**config.mk**
```make
export PLATFORM = sky130hd
export DESIGN_NAME = intt_control_parallel_flat
export DESIGN_NICKNAME = d
export VERILOG_FILES = /design/src/rtl/intt_ctrl_if.sv /design/src/rtl/intt_control_parallel.sv /design/src/flat_wrapper.sv
export SDC_FILE = /design/constraint.sdc
export NUM_CORES = 1
export LEC_CHECK = 0
export ABC_AREA = 0
export BUFFER_PORTS_ARGS = -buffer_cell sky130_fd_sc_hd__buf_2
export CORE_ASPECT_RATIO = 1.2
export CORE_MARGIN = 10
export CORE_UTILIZATION = 30
export DETAILED_ROUTE_END_ITERATION = 8
export PLACE_DENSITY = 0.54
export SYNTH_ARGS = -nofsm -noshare
export SYNTH_HDL_FRONTEND = slang
export SYNTH_SLANG_ARGS = --single-unit
```
**constraint.sdc**
```tcl
create_clock -name clk -period 1.98 [get_ports clk]
set_input_delay 0.396 -clock clk [delete_from_list [all_inputs] [get_ports clk]]
set_output_delay 0.396 -clock clk [all_outputs]
set_load 0.02 [all_outputs]
```
**src/rtl/intt_ctrl_if.sv**
```systemverilog
// Control/status bundle between the INTT scheduler and its datapath or bench.
// The scheduler side is the master modport; the requester/datapath side is the slave modport.
`timescale 1ns/1ps

interface intt_ctrl_if #(
  parameter int N        = 256,
  parameter int PARALLEL = 8
);
  localparam int LOGN = $clog2(N);
  localparam int CW   = $clog2(N);
  localparam int BW   = $clog2(N / 2);

  // Handshake: start is a level request sampled only in IDLE (no ready; busy
  // acknowledges it). A run completes when done=1, and done stays high until
  // start is dropped. hold stalls progress and suppresses every lane enable
  // for the cycles in which it is high.
  logic                start;
  logic                hold;
  logic                busy;
  logic                done;
  logic [LOGN-1:0]     stage;
  logic [CW-1:0]       cycle;
  logic [BW-1:0]       butterfly;
  logic [PARALLEL-1:0] lane_valid;
  logic                scale_active;
  logic [CW-1:0]       coeff_base;
  logic [PARALLEL-1:0] coeff_valid;

  modport master (
    input  start, hold,
    output busy, done, stage, cycle, butterfly, lane_valid,
           scale_active, coeff_base, coeff_valid
  );

  modport slave (
    output start, hold,
    input  busy, done, stage, cycle, butterfly, lane_valid,
           scale_active, coeff_base, coeff_valid
  );
endinterface

```
**src/rtl/intt_control_parallel.sv**
```systemverilog
// Inverse-NTT scheduler: walks Gentleman-Sande stages LOGN-1..0 issuing PARALLEL
// butterflies per cycle, then an optional N^-1 scaling pass over all coefficients.
`timescale 1ns/1ps

module intt_control_parallel #(
  parameter int N        = 256,
  parameter int PARALLEL = 8,
  parameter int DO_SCALE = 1
) (
  input  logic         clk,
  input  logic         rst,
  intt_ctrl_if.master  bus,
  output logic [1:0]   o_dbg_state
);
  localparam int LOGN = $clog2(N);
  localparam int CW   = $clog2(N);
  localparam int BW   = $clog2(N / 2);
  localparam int CPS  = (N / 2) / PARALLEL;
  localparam int SCL  = N / PARALLEL;

  localparam logic [CW-1:0]   CPS_LAST  = CW'(CPS - 1);
  localparam logic [CW-1:0]   SCL_LAST  = CW'(SCL - 1);
  localparam logic [LOGN-1:0] STAGE_TOP = LOGN'(LOGN - 1);

  typedef enum logic [1:0] {
    S_IDLE    = 2'd0,
    S_COMPUTE = 2'd1,
    S_SCALE   = 2'd2,
    S_DONE    = 2'd3
  } state_t;

  state_t              r_state;
  logic [LOGN-1:0]     r_stage;
  logic [CW-1:0]       r_cycle;

  logic                w_compute;
  logic                w_scale;
  logic [BW-1:0]       w_butterfly;
  logic [CW-1:0]       w_coeff_base;
  logic [PARALLEL-1:0] w_lane_valid;
  logic [PARALLEL-1:0] w_coeff_valid;

  always_ff @(posedge clk or posedge rst) begin
    if (rst) begin
      r_state <= S_IDLE;
      r_stage <= STAGE_TOP;
      r_cycle <= '0;
    end else begin
      case (r_state)
        S_IDLE: begin
          if (bus.start) begin
            r_state <= S_COMPUTE;
            r_stage <= STAGE_TOP;
            r_cycle <= '0;
          end
        end
        S_COMPUTE: begin
          if (!bus.hold) begin
            if (r_cycle != CPS_LAST) begin
              r_cycle <= r_cycle + CW'(1);
            end else begin
              r_cycle <= '0;
              if (r_stage != '0) begin
                r_stage <= r_stage - LOGN'(1);
              end else begin
                r_state <= (DO_SCALE != 0) ? S_SCALE : S_DONE;
              end
            end
          end
        end
        S_SCALE: begin
          if (!bus.hold) begin
            if (r_cycle != SCL_LAST) begin
              r_cycle <= r_cycle + CW'(1);
            end else begin
              r_cycle <= '0;
              r_state <= S_DONE;
            end
          end
        end
        S_DONE: begin
          // done is held while the requester keeps start high
          if (!bus.start) begin
            r_state <= S_IDLE;
            r_stage <= STAGE_TOP;
            r_cycle <= '0;
          end
        end
        default: begin
          r_state <= S_IDLE;
          r_stage <= STAGE_TOP;
          r_cycle <= '0;
        end
      endcase
    end
  end

  assign w_compute    = (r_state == S_COMPUTE);
  assign w_scale      = (r_state == S_SCALE);
  assign w_butterfly  = w_compute ? BW'(int'(r_cycle) * PARALLEL) : '0;
  assign w_coeff_base = w_scale   ? CW'(int'(r_cycle) * PARALLEL) : '0;

  always_comb begin
    w_lane_valid  = '0;
    w_coeff_valid = '0;
    for (int l = 0; l < PARALLEL; l++) begin
      w_lane_valid[l]  = w_compute && !bus.hold && ((int'(w_butterfly) + l) < (N / 2));
      w_coeff_valid[l] = w_scale && !bus.hold && ((int'(w_coeff_base) + l) < N);
    end
  end

  assign bus.busy         = w_compute || w_scale;
  assign bus.done         = (r_state == S_DONE);
  assign bus.stage        = r_stage;
  assign bus.cycle        = r_cycle;
  assign bus.butterfly    = w_butterfly;
  assign bus.lane_valid   = w_lane_valid;
  assign bus.scale_active = w_scale;
  assign bus.coeff_base   = w_coeff_base;
  assign bus.coeff_valid  = w_coeff_valid;
  assign o_dbg_state      = r_state;
endmodule

```
**src/flat_wrapper.sv**
```systemverilog
// flat-port wrapper written by rule: the top's interface ports become plain ports
module intt_control_parallel_flat 
#(
  parameter int N        = 256,
  parameter int PARALLEL = 8,
  parameter int DO_SCALE = 1
)
  (clk, rst, o_dbg_state, bus_start, bus_hold, bus_busy, bus_done, bus_stage, bus_cycle, bus_butterfly, bus_lane_valid, bus_scale_active, bus_coeff_base, bus_coeff_valid);
  intt_ctrl_if #(.N(N), .PARALLEL(PARALLEL)) bus_i ();
  input  logic clk;
  input  logic rst;
  output logic [1:0] o_dbg_state;
  input wire logic [$bits(bus_i.start)-1:0] bus_start;
  input wire logic [$bits(bus_i.hold)-1:0] bus_hold;
  output wire logic [$bits(bus_i.busy)-1:0] bus_busy;
  output wire logic [$bits(bus_i.done)-1:0] bus_done;
  output wire logic [$bits(bus_i.stage)-1:0] bus_stage;
  output wire logic [$bits(bus_i.cycle)-1:0] bus_cycle;
  output wire logic [$bits(bus_i.butterfly)-1:0] bus_butterfly;
  output wire logic [$bits(bus_i.lane_valid)-1:0] bus_lane_valid;
  output wire logic [$bits(bus_i.scale_active)-1:0] bus_scale_active;
  output wire logic [$bits(bus_i.coeff_base)-1:0] bus_coeff_base;
  output wire logic [$bits(bus_i.coeff_valid)-1:0] bus_coeff_valid;
  assign bus_i.start = bus_start;
  assign bus_i.hold = bus_hold;
  assign bus_busy = bus_i.busy;
  assign bus_done = bus_i.done;
  assign bus_stage = bus_i.stage;
  assign bus_cycle = bus_i.cycle;
  assign bus_butterfly = bus_i.butterfly;
  assign bus_lane_valid = bus_i.lane_valid;
  assign bus_scale_active = bus_i.scale_active;
  assign bus_coeff_base = bus_i.coeff_base;
  assign bus_coeff_valid = bus_i.coeff_valid;
  intt_control_parallel #(.N(N), .PARALLEL(PARALLEL), .DO_SCALE(DO_SCALE)) u_core (.clk(clk), .rst(rst), .bus(bus_i), .o_dbg_state(o_dbg_state));
endmodule
```
---- Word-level counts from Yosys, hierarchy flattened ----
Cells that the tools add are included.
W data, S select, Z words.
cells by class
  reductions and logical operators ........ 26
  multiply operators ...................... 0
  multiplexer cells ....................... 23
  $lt $le $gt $ge ......................... 16
  shifts and indexed selects .............. 0
  eq/ne operators ......................... 13
  div/mod/pow operators ................... 0
  bitwise gates (word level) .............. 0
  $add $sub $neg .......................... 16
operators with widths
  kind                    number
  $lt A32 B10 Y1 const B  7
  $lt A32 B9 Y1 const B   7
  $mux W8                 12
  $add A8 B3 Y9 const B   4
  $add A7 B3 Y8 const B   4
  $pmux W8 S4             1
  $pmux W8 S3             1
  $add A8 B2 Y9 const B   2
  $logic_and A1 B1 Y1     18
  $add A7 B2 Y8 const B   2
  $ne A2 B2 Y1 const B    8
  $mux W2                 7
  $add A8 B1 Y9 const B   1
  $lt A8 B9 Y1 const B    1
  $add A7 B1 Y8 const B   1
  $add A8 B1 Y8 const B   1
  $lt A7 B8 Y1 const B    1
  $ne A8 B4 Y1 const B    1
  $ne A8 B5 Y1 const B    1
  $pmux W2 S4             1
  $reduce_bool A8 Y1      1
  $sub A8 B1 Y8 const B   1
  $mux W7                 1
  $reduce_and A7 Y1       1
  8 further kinds         9
storage, ports and cells
  latch bits .............................. 0
  input port bits ......................... 4
  memories kept ........................... 0
  bits in registers ....................... 18
  word-level logic and storage cells ...... 97
  output and inout bits ................... 52
  RAM bits ................................ 0
  ROM bits ................................ 0

---- Depth between registers and ports, before layout ----
Gate-level depths: netlist of the first run.
  depth in word-level cells ............... 5
  mapped depth ............................ 7
  depth with buffers taken out ............ 6

---- Least setup slack after synthesis of the first run ----
No wires, ideal clock.
  path kind ............................... register to output
  start ................................... register u_core.r_state[0], in the netlist u_core.o_dbg_state[0]
  end ..................................... output bus_coeff_valid[1]
  path slack .............................. -0.418 ns
  data required time ...................... 1.584 ns
  path buffers ............................ 2
  stages on the path, launching flop included .. 6
  arrival time ............................ 2.002 ns
  cell sequence ........................... dfrtp_1 -> inv_1 -> ha_1 -> clkbuf_1 -> nor2b_1 -> buf_4
on the way
  longest elaborated chain between the ends .. 5
  elaborated cells on any way between the ends .. 6
  those cells by class .................... add/sub: 1; order compare: 1; eq/ne: 1; mux: 1; reduce/logical: 2
ends and longest elaborated chain
  element                  RTL line                      source
  start, declared          intt_control_parallel.sv:32   state_t r_state;
  start signal, assigned   intt_control_parallel.sv:66   r_state <= (DO_SCALE != 0) ? S_SCALE : S_DONE;
  $eq A2 B2 Y1 (*)         intt_control_parallel.sv:99   assign w_scale = (r_state == S_SCALE);
  net bus_scale_active     flat_wrapper.sv:21            output wire logic [$bits(bus_i.scale_active)-1:0] bus_scale_active;
  $mux W8                  intt_control_parallel.sv:101  assign w_coeff_base = w_scale ? CW'(int'(r_cycle) * PARALLEL) : '0;
  $add A8 B1 Y9            intt_control_parallel.sv:108  w_coeff_valid[l] = w_scale && !bus.hold && ((int'(w_coeff_base) + l) < N);
  $lt A32 B10 Y1           intt_control_parallel.sv:108
  $logic_and A1 B1 Y1 (*)  intt_control_parallel.sv:108
  end, declared            flat_wrapper.sv:23            output wire logic [$bits(bus_i.coeff_valid)-1:0] bus_coeff_valid;
Mark *: on every way through the listed nets, which the timed path passes. The rest lies on a longest branch.

---- Worst setup path in the final report of the first run ----
  start ................................... register u_core.r_stage[3], in the netlist u_core.bus.stage[3]
  end ..................................... register u_core.r_stage[7], in the netlist u_core.bus.stage[7]
on the way
  longest elaborated chain between the ends .. 5
  elaborated cells on any way between the ends .. 8
  those cells by class .................... add/sub: 1; eq/ne: 1; mux: 4; reduce/logical: 2
ends and longest elaborated chain
  element                 RTL line                     source
  start, declared         intt_control_parallel.sv:33  logic [LOGN-1:0] r_stage;
  start signal, assigned  intt_control_parallel.sv:64  r_stage <= r_stage - LOGN'(1);
  $sub A8 B1 Y8           intt_control_parallel.sv:64
  $mux W8                 intt_control_parallel.sv:63  if (r_stage != '0) begin
  $mux W8                 intt_control_parallel.sv:59  if (r_cycle != CPS_LAST) begin
  $mux W8                 intt_control_parallel.sv:58  if (!bus.hold) begin
  $pmux W8 S3             intt_control_parallel.sv:49  case (r_state)
Several ways; a longest one is shown, not always the timed one. The select of a mux whose other input is x is not followed.
A chain may end at the register's enable or synchronous reset.

==> results of run 1 <==
==> metrics by stage <==
stage	std cells	worst slack (ns)	hold WS [ns]	setup TNS [ns]	area (um2)
CTS	280	-0.0466	0.264	-0.707	1880
detailed placement	276	0.00813	0.546	0	1810
global placement	276	0.0171	0.541	0	1810
floorplan	165	-0.0288	0.332	-0.0288	1460
finish	284	-0.0151	0.244	-0.0151	2030
global route	284	-0.0541	0.292	-0.105	2030
==> registers in the layout, indices dropped and copies added (netlist names) <==
name                flops
u_core.bus.cycle        8
u_core.bus.stage        8
u_core.o_dbg_state      2
==> cells in the final DEF, fill, tap and decap left out, drive strengths merged, types with 6 or more instances in the layout <==
master and count:
dfrtp 15, mux2i 7, conb 6, o31ai 7, or4 7, ha 7
nand2 7, buf 83, inv 11, a21oi 10, and2 10, nor2 6
nand3 7
==> final timing paths <==
| kind | from | endpoint | slack, ns |
|---|---|---|---|
| max in group asynchronous | rst | u_core.bus.stage[3] | 1.24 |
| min in group clk | u_core.bus.stage[7] | u_core.bus.stage[7] | 0.59 |
| worst max-delay path | u_core.bus.stage[3] | u_core.bus.stage[7] | -0.02 |
| worst min register to register | u_core.bus.stage[7] | u_core.bus.stage[7] | 0.59 |
| worst min-delay path | rst | u_core.bus.cycle[6] | 0.24 |
| worst max register to register | u_core.bus.stage[3] | u_core.bus.stage[7] | -0.02 |
==> worst max-delay path, delay by kind of cell, from the launching register on <==
family | cells | cell delay, ns
DFF | 1 | 0.40
AOI/OAI and AO/OA | 1 | 0.13
and+or+nand+nor | 3 | 1.39
==> power groups by stage <==
stage / Combinational, W / Sequential, W / Clock (W)
floorplan: 0.000938 / 0.000506 / 0
CTS: 0.00146 / 0.000444 / 0.000315
global placement: 0.00141 / 0.000449 / 0
global route: 0.00178 / 0.000454 / 0.000331
finish: 0.00165 / 0.000449 / 0.000308
detailed placement: 0.00142 / 0.000452 / 0
==> cell type report <==
cell class,instances,share of cell area
Multi-Input combinational cell,110,0.409
Timing Repair Buffer,83,0.283
Sequential cell,18,0.225
Tap cell,58,0.0357
Clock buffer,4,0.0271
Inverter,11,0.0203
==> logic make-up after synthesis <==
| family | after synthesis | synth area share |
|---|---|---|
| mux | 7 | 0.0520 |
| fa+ha+maj | 7 | 0.0617 |
| other cells | 1 | 0.00264 |
| compound gates | 30 | 0.144 |
| flops | 18 | 0.320 |
| simple gates | 60 | 0.253 |
| buf+inv | 37 | 0.167 |
==> per-layer routing <==
layer  vias to the layer above  track usage  routed length [um]
met3                         5       0.0254                 311
met1                       656        0.125                1660
li1                        677            -                   -
met4                         0       0.0293                  45
met2                        37        0.179                2010
met5                         -            0                   0
==> synthesized netlist by cell type (all sizes together) <==
master / n / area share
and4: 1 / 0.0062
a21oi: 10 / 0.035
nor2b: 4 / 0.018
inv: 11 / 0.029
ha: 7 / 0.062
nand3: 7 / 0.025
and3: 1 / 0.0044
o21ai: 3 / 0.011
and2: 10 / 0.044
dfrtp: 15 / 0.26
o31a: 1 / 0.0071
nand4: 3 / 0.018
a31oi: 2 / 0.0088
clkbuf: 2 / 0.0053
or2: 1 / 0.0044
nand2b: 3 / 0.013
nand2: 7 / 0.019
o22ai: 4 / 0.018
a32o: 1 / 0.0071
or4: 7 / 0.040
or3: 4 / 0.019
a311oi: 1 / 0.0062
dfstp: 3 / 0.056
conb: 1 / 0.0026
nor3: 2 / 0.0071
mux2i: 7 / 0.052
o31ai: 7 / 0.041
nor3b: 1 / 0.0053
nor4: 2 / 0.0088
nor2: 6 / 0.016
a221oi: 1 / 0.011
buf: 24 / 0.13
nand4b: 1 / 0.0062
==> repair_timing <==
item,4_1_cts,5_1_grt
endpoints found under the setup margin,22,37
setup buffers,0,4
pin swaps,0,3
resized for setup,2,26
==> results.cfg, run 1 <==
[detailed_routing]
wl_per_cell_um = 14.2
route.detailed.drc = 0
drtAntennaViolNets = 0
first_iter_violations = 59
routed_wl_um = 4030
vias = 1375
drt-vias-per-instance = 4.84
dr.pass1.iters = 4

[sta]
fin_ws_ns = -0.0151
hold_viol = 0
max_clock_freq_mhz = 501
tightest_slew_ns = 0.720
finalSetupViolations = 1
rsz0062_at_grt = yes
post-route-period-util = 1.01
finalCriticalPeriod_ns = 2.00
drv_slew = 0
fin_worst_skew_ns = 0.00431
maxSlewHeadroom = 0.519

[logic_synthesis]
ys_types = 39
synth_seq_cells = 18
yosysSeqAreaShare = 0.320
synth_area_per_cell_um2 = 8.87
syn-instance-count = 160
syn_area_um2 = 1420
synth_warnings = 0

[layout]
final_util = 0.443
fillCellCount = 481
syn_to_final_growth_pct = 43.4
drive_gt1_frac = 0.500
fin_nets = 238
multi_input_area_um2 = 832
regArea_um2 = 458
num_antenna_cells = 0

[status]
violations = negative setup slack
status = finished, violations left

[power_and_ir_drop]
power.density_nw_per_um2 = 1180
leakagePower_nw = 0.975
clockPowerShare = 0.128
pwr-share-comb = 0.685
power_w = 0.00241
peakVddDrop_uv = 403
switching_share = 0.461
seqPwrFrac = 0.186
p_int_w = 0.00130
p_sw_w = 0.00111

[floorplan]
rows = 27
core-area_um2 = 4590
die_w_um = 82.8
start_util = 0.309
ios = 56
die_y_um = 95.3
dieArea_um2 = 7890

[critical_path]
start_kind = register
critical_path_class = register to register
cpMostUsedCell = or4_4
crit_required_ns = 2.17
arrival_ns = 2.19
cp_cell_sequence = or4_4, or4_4, or4_4, a21oi_2
reg2regPathDepth = 4
cp-end-kind = register
critical_path.slowest_cell = or4_4
max_stage_delay_ns = 0.53
cp_max_fo = 4

[worst_hold_path]
hp-class = input port to async pin

[clock_network]
clk_latency_ns = 0.26
htreeDepth = 1
numCtsBuffers = 3
clock_path_buffers = 2
path_clk_slew_ns = 0.07
cts-root-buf = clkbuf_8
holdBufCountCts = 0
cts_tree = built
cts.sink_count = 18

[global_route]
antenna_found_initial = 0
track_usage = 0.104
grt_pass1_vias = 1335
grt_max_degree = 19
overflow = 0
grt_pass1_wl_um = 6540

[placed_design]
port_buffers = 49
gp_congestion = 0.807
dp_hpwl_um = 3170

[run]
maxCapViolations = 0
Note: power is estimated with default switching activity, not from simulation.
==> run 2: changes to the inputs <==
ABC_AREA = 1   (was 0)
PLACE_DENSITY = 0.53   (was 0.54)
==> results.cfg, run 2 <==
[status]
status = finished, final reports clean

[sta]
post-route-period-util = 0.947
tightest_slew_ns = 0.736
finalSetupViolations = 0
max_clock_freq_mhz = 534
finalCriticalPeriod_ns = 1.87
maxSlewHeadroom = 0.509
hold_viol = 0
drv_slew = 0
fin_worst_skew_ns = 0.00215

[logic_synthesis]
syn_area_um2 = 1560
yosysMostFrequentCell = nand2_1
synth_top_area_cell = dfrtp_1
synth_mux_area_frac = 0
syn-instance-count = 229
synth.top_cells.by_count = nand2_1, inv_1, buf_4
synthSimpleGateAreaFrac = 0.399
ys_types = 26
synth_flop_cell = dfrtp_1
synth_warnings = 0
synth_area_per_cell_um2 = 6.79
synth_edf_count = 0
synth_top_area_frac = 0.241
synthXorXnorAreaFrac = 0.00563
netlist_top_cells_area = dfrtp_1, nand2_1, buf_4, inv_1, ha_1
yosysSeqAreaShare = 0.292
synth-compound-area-share = 0.0515
synth_top_family_by_area = simple AND/OR/NAND/NOR gates
async_flop_share = 1.00
synth_seq_cells = 18
synthAdderAreaFrac = 0.0563

[floorplan]
die_y_um = 98.9
start_util = 0.313
core-area_um2 = 4970
rows = 28
dieArea_um2 = 8480
ios = 56
die_w_um = 85.7

[critical_path]
crit_required_ns = 1.58
start_kind = register
cp-end-kind = output port
critical_path_class = register to output port
arrival_ns = 1.48
cp_max_fo = 8

[global_route]
grt_max_degree = 19
grt_pass1_vias = 1386
antenna_found_initial = 0
track_usage = 0.0942
grt_pass1_wl_um = 6700
overflow = 0

[run]
maxCapViolations = 0

[layout]
final_common_cell = nand2_1
multi_input_area_um2 = 835
final_cell_mix = nand2_1, buf_2, inv_1, nor2_1, nand3_1
num_antenna_cells = 0
fillCellCount = 562
fin_cells = 327
syn_to_final_growth_pct = 16.3
fin_nets = 279
drive_gt1_frac = 0.315
regArea_um2 = 454

[detailed_routing]
route.detailed.drc = 0
drtAntennaViolNets = 0
routed_wl_um = 4050
drt-vias-per-instance = 4.41
wl_met2_um = 2020
first_iter_violations = 61
wl_met1_um = 1710
top_layer_used = met4
wl_per_cell_um = 12.4
dr.pass1.iters = 4
vias = 1443
wl_met3_um = 285

[clock_network]
htreeDepth = 1
path_clk_slew_ns = 0.07
cts-root-buf = clkbuf_8
clock_path_buffers = 2
cts_tree = built
clk_latency_ns = 0.25
numCtsBuffers = 3
cts.sink_count = 18

[power_and_ir_drop]
power.density_nw_per_um2 = 1380
power_w = 0.00250
peakVddDrop_uv = 583
leakagePower_nw = 1.09

[placed_design]
placed_cells = 323
dp_hpwl_um = 3300
gp_congestion = 0.752
port_buffers = 49

[worst_hold_path]
hp-class = input port to async pin
==> run 2: cell count changes after synthesis, moves of 6 or more <==
cell     before  now
nand3_1       7   17
a21oi_1      10    4
nor2_1        6   20
nand2_1       7   73
o31ai_1       6    0
or4_1         6    0
nor2_2        0    7
and2_1       10    0
mux2i_1       6    0
inv_1        11   32
==> run 2: power breakdown <==
group	total [W]	switching, W	leakage (nW)	internal (W)
registers	0.000581	0.000105	0.237	0.000476
clock network	0.000272	0.000129	0.0228	0.000143
logic	0.00164	0.00115	0.828	0.000498
==> run 2: repair_timing <==
action                     CTS  global route
buffers inserted             0             0
gates resized for setup      0             2
hold buffers                 0             0
setup endpoints to repair    0             9
==> run 2: kinds of logic (layout without fill, tap and decap cells) <==
family | count (synthesis) | after routing
AND/OR/NAND/NOR | 133 | 133
buffers and inverters | 58 | 91
flip-flops | 18 | 18
AO/OA/AOI/OAI | 11 | 11
adder cells (fa/ha/maj) | 7 | 7
other | 1 | 6
XOR/XNOR | 1 | 1
==> run 2: metrics by stage <==
step | cell area, um2 | utilization | hold WS (ns) | setup slack, ns | setup TNS [ns]
after floorplan | 1580 | - | 0.332 | 0.0377 | 0
after global placement | 1750 | 0.353 | 0.462 | 0.335 | 0
after detailed placement | 1750 | 0.353 | 0.475 | 0.340 | 0
after CTS | 1800 | 0.362 | 0.290 | 0.0615 | 0
after global routing | 1810 | 0.363 | 0.317 | -0.00580 | -0.0169
final | 1810 | 0.363 | 0.260 | 0.106 | 0
==> run 2: layer usage <==
layer  GRT usage  vias to the layer above
met5           0                        -
met4      0.0152                        0
met3      0.0354                        2
met2       0.162                       39
met1       0.109                      654
li1            -                      748
==> run 2: area by class of cell <==
| class | instances | area share |
|---|---|---|
| flip-flops and latches | 18 | 0.251 |
| well taps | 60 | 0.0415 |
| inverters | 36 | 0.0747 |
| multi-input cells | 158 | 0.462 |
| repair buffers | 51 | 0.146 |
| clock buffers | 4 | 0.0249 |
==> run 2: worst max-delay path, cell delays in order, from the launching register on <==
cell and delay, ns:
dfrtp_1 0.42, inv_1 0.09, ha_1 0.24, inv_2 0.13, nor2_4 0.15, buf_2 0.19
==> run 2: final timing paths <==
check                      cells past startpoint  slack (ns)               endpoint             startpoint
max reg2reg                                    9        0.32    u_core.bus.stage[4]  u_core.o_dbg_state[1]
max                                            5        0.11      bus_lane_valid[2]  u_core.o_dbg_state[1]
min in group clk                               2        0.48    u_core.bus.stage[0]    u_core.bus.stage[0]
min reg2reg                                    2        0.48    u_core.bus.stage[0]    u_core.bus.stage[0]
max in group asynchronous                      2        1.26  u_core.o_dbg_state[1]                    rst
min                                            2        0.26    u_core.bus.cycle[1]                    rst
==> run 3: changes to the inputs <==
CAP_MARGIN = 20   (was not set)
PLACE_DENSITY = 0.51   (was 0.53)
clock period = 2.42 ns   (was 1.98 ns; I/O delays follow)
==> results.cfg, run 3 (synthesis gave the netlist of run 2 again) <==
[layout]
fillCellCount = 554
drive_gt1_frac = 0.311
regArea_um2 = 454
fin_nets = 279
multi_input_area_um2 = 820
final_common_cell = nand2_1
final_util = 0.362
final_cell_mix = nand2_1, buf_2, inv_1, nor2_1, nand3_1
syn_to_final_growth_pct = 15.7
num_antenna_cells = 0

[run]
maxCapViolations = 0

[clock_network]
post-cts-setup-buffers = 0
clock_path_buffers = 2
holdBufCountCts = 0
cts-root-buf = clkbuf_8
numCtsBuffers = 3
cts_tree = built
htreeDepth = 1
path_clk_slew_ns = 0.08
ctsResizeCount = 0
clk_latency_ns = 0.26
cts.sink_count = 18

[sta]
rsz0062_at_grt = no
drv_slew = 0
max_clock_freq_mhz = 469
maxSlewHeadroom = 0.528
hold_viol = 0
finalCriticalPeriod_ns = 2.13
fin_ws_ns = 0.287
finalSetupViolations = 0
fin_tns_setup_ns = 0
tightest_slew_ns = 0.707
fin_worst_skew_ns = 0.00690
post-route-period-util = 0.882

[detailed_routing]
drt-vias-per-instance = 4.43
first_iter_violations = 62
dr.pass1.iters = 4
drtAntennaViolNets = 0
routed_wl_um = 4000
vias = 1449
wl_per_cell_um = 12.2
route.detailed.drc = 0

[global_route]
antenna_found_initial = 0
overflow = 0
track_usage = 0.0931
grt_pass1_wl_um = 6670
grt_pass1_vias = 1439
grt_max_degree = 19

[power_and_ir_drop]
power_w = 0.00207
power.density_nw_per_um2 = 1150
peakVddDrop_uv = 428
leakagePower_nw = 1.09

[floorplan]
start_util = 0.313
ios = 56
dieArea_um2 = 8480
die_y_um = 98.9
die_w_um = 85.7
rows = 28
core-area_um2 = 4970

[placed_design]
gp_congestion = 0.781
dp_hpwl_um = 3240
place_ws_ns = 0.539
port_buffers = 49

[critical_path]
start_kind = register
cp-end-kind = output port
arrival_ns = 1.65
crit_required_ns = 1.94
max_stage_delay_ns = 0.42
cp_max_fo = 8
critical_path_class = register to output port
cp_cell_sequence = inv_1, ha_1, inv_2, nor2_1, buf_2
critical_path.slowest_cell = dfrtp_1

[worst_hold_path]
hp-class = input port to async pin

[status]
status = finished, final reports clean
==> run 3: path summary, 6_finish.rpt <==
check	start	to	slack, ns	depth (start not counted)
min	rst	u_core.bus.cycle[1]	0.33	2
max	u_core.o_dbg_state[1]	bus_lane_valid[7]	0.29	5
max in group asynchronous	rst	u_core.o_dbg_state[0]	1.64	2
min reg2reg	u_core.bus.stage[0]	u_core.bus.stage[0]	0.47	2
min in group clk	u_core.bus.stage[0]	u_core.bus.stage[0]	0.47	2
max reg2reg	u_core.o_dbg_state[1]	u_core.bus.stage[3]	0.71	9
==> run 3: power by group <==
group,switching [W],total [W],internal (W)
Sequential,0.0000810,0.000470,0.000389
Clock,0.000110,0.000254,0.000145
Combinational,0.000943,0.00134,0.000399
Total,0.00113,0.00207,0.000933
==> run 3: layout make-up <==
type | count | share of cell area
Inverter | 36 | 0.0751
Multi-Input combinational cell | 158 | 0.455
Sequential cell | 18 | 0.252
Tap cell | 60 | 0.0417
Timing Repair Buffer | 51 | 0.145
Clock buffer | 4 | 0.0306
==> run 3: critical path: cells and delay by family, from the launching register on <==
family                   cells  cell delay [ns]
buffers and inverters        3             0.45
flip-flops                   1             0.42
AND/OR/NAND/NOR              1             0.29
adder cells (fa/ha/maj)      1             0.23
==> run 3: per-stage QoR <==
stage	area (um2)	std cells	hold WS, ns
after floorplan	1570	234	0.420
after global placement	1740	323	0.464
after detailed placement	1740	323	0.466
after CTS	1800	327	0.373
after global routing	1800	327	0.411
final	1800	327	0.328
==> run 3: metal layers <==
metal,vias up,share of wire,track usage
met5,-,0,0
met2,38,0.52,0.172
li1,750,-,-
met3,10,0.061,0.0280
met1,651,0.41,0.0987
met4,0,0.018,0.0241
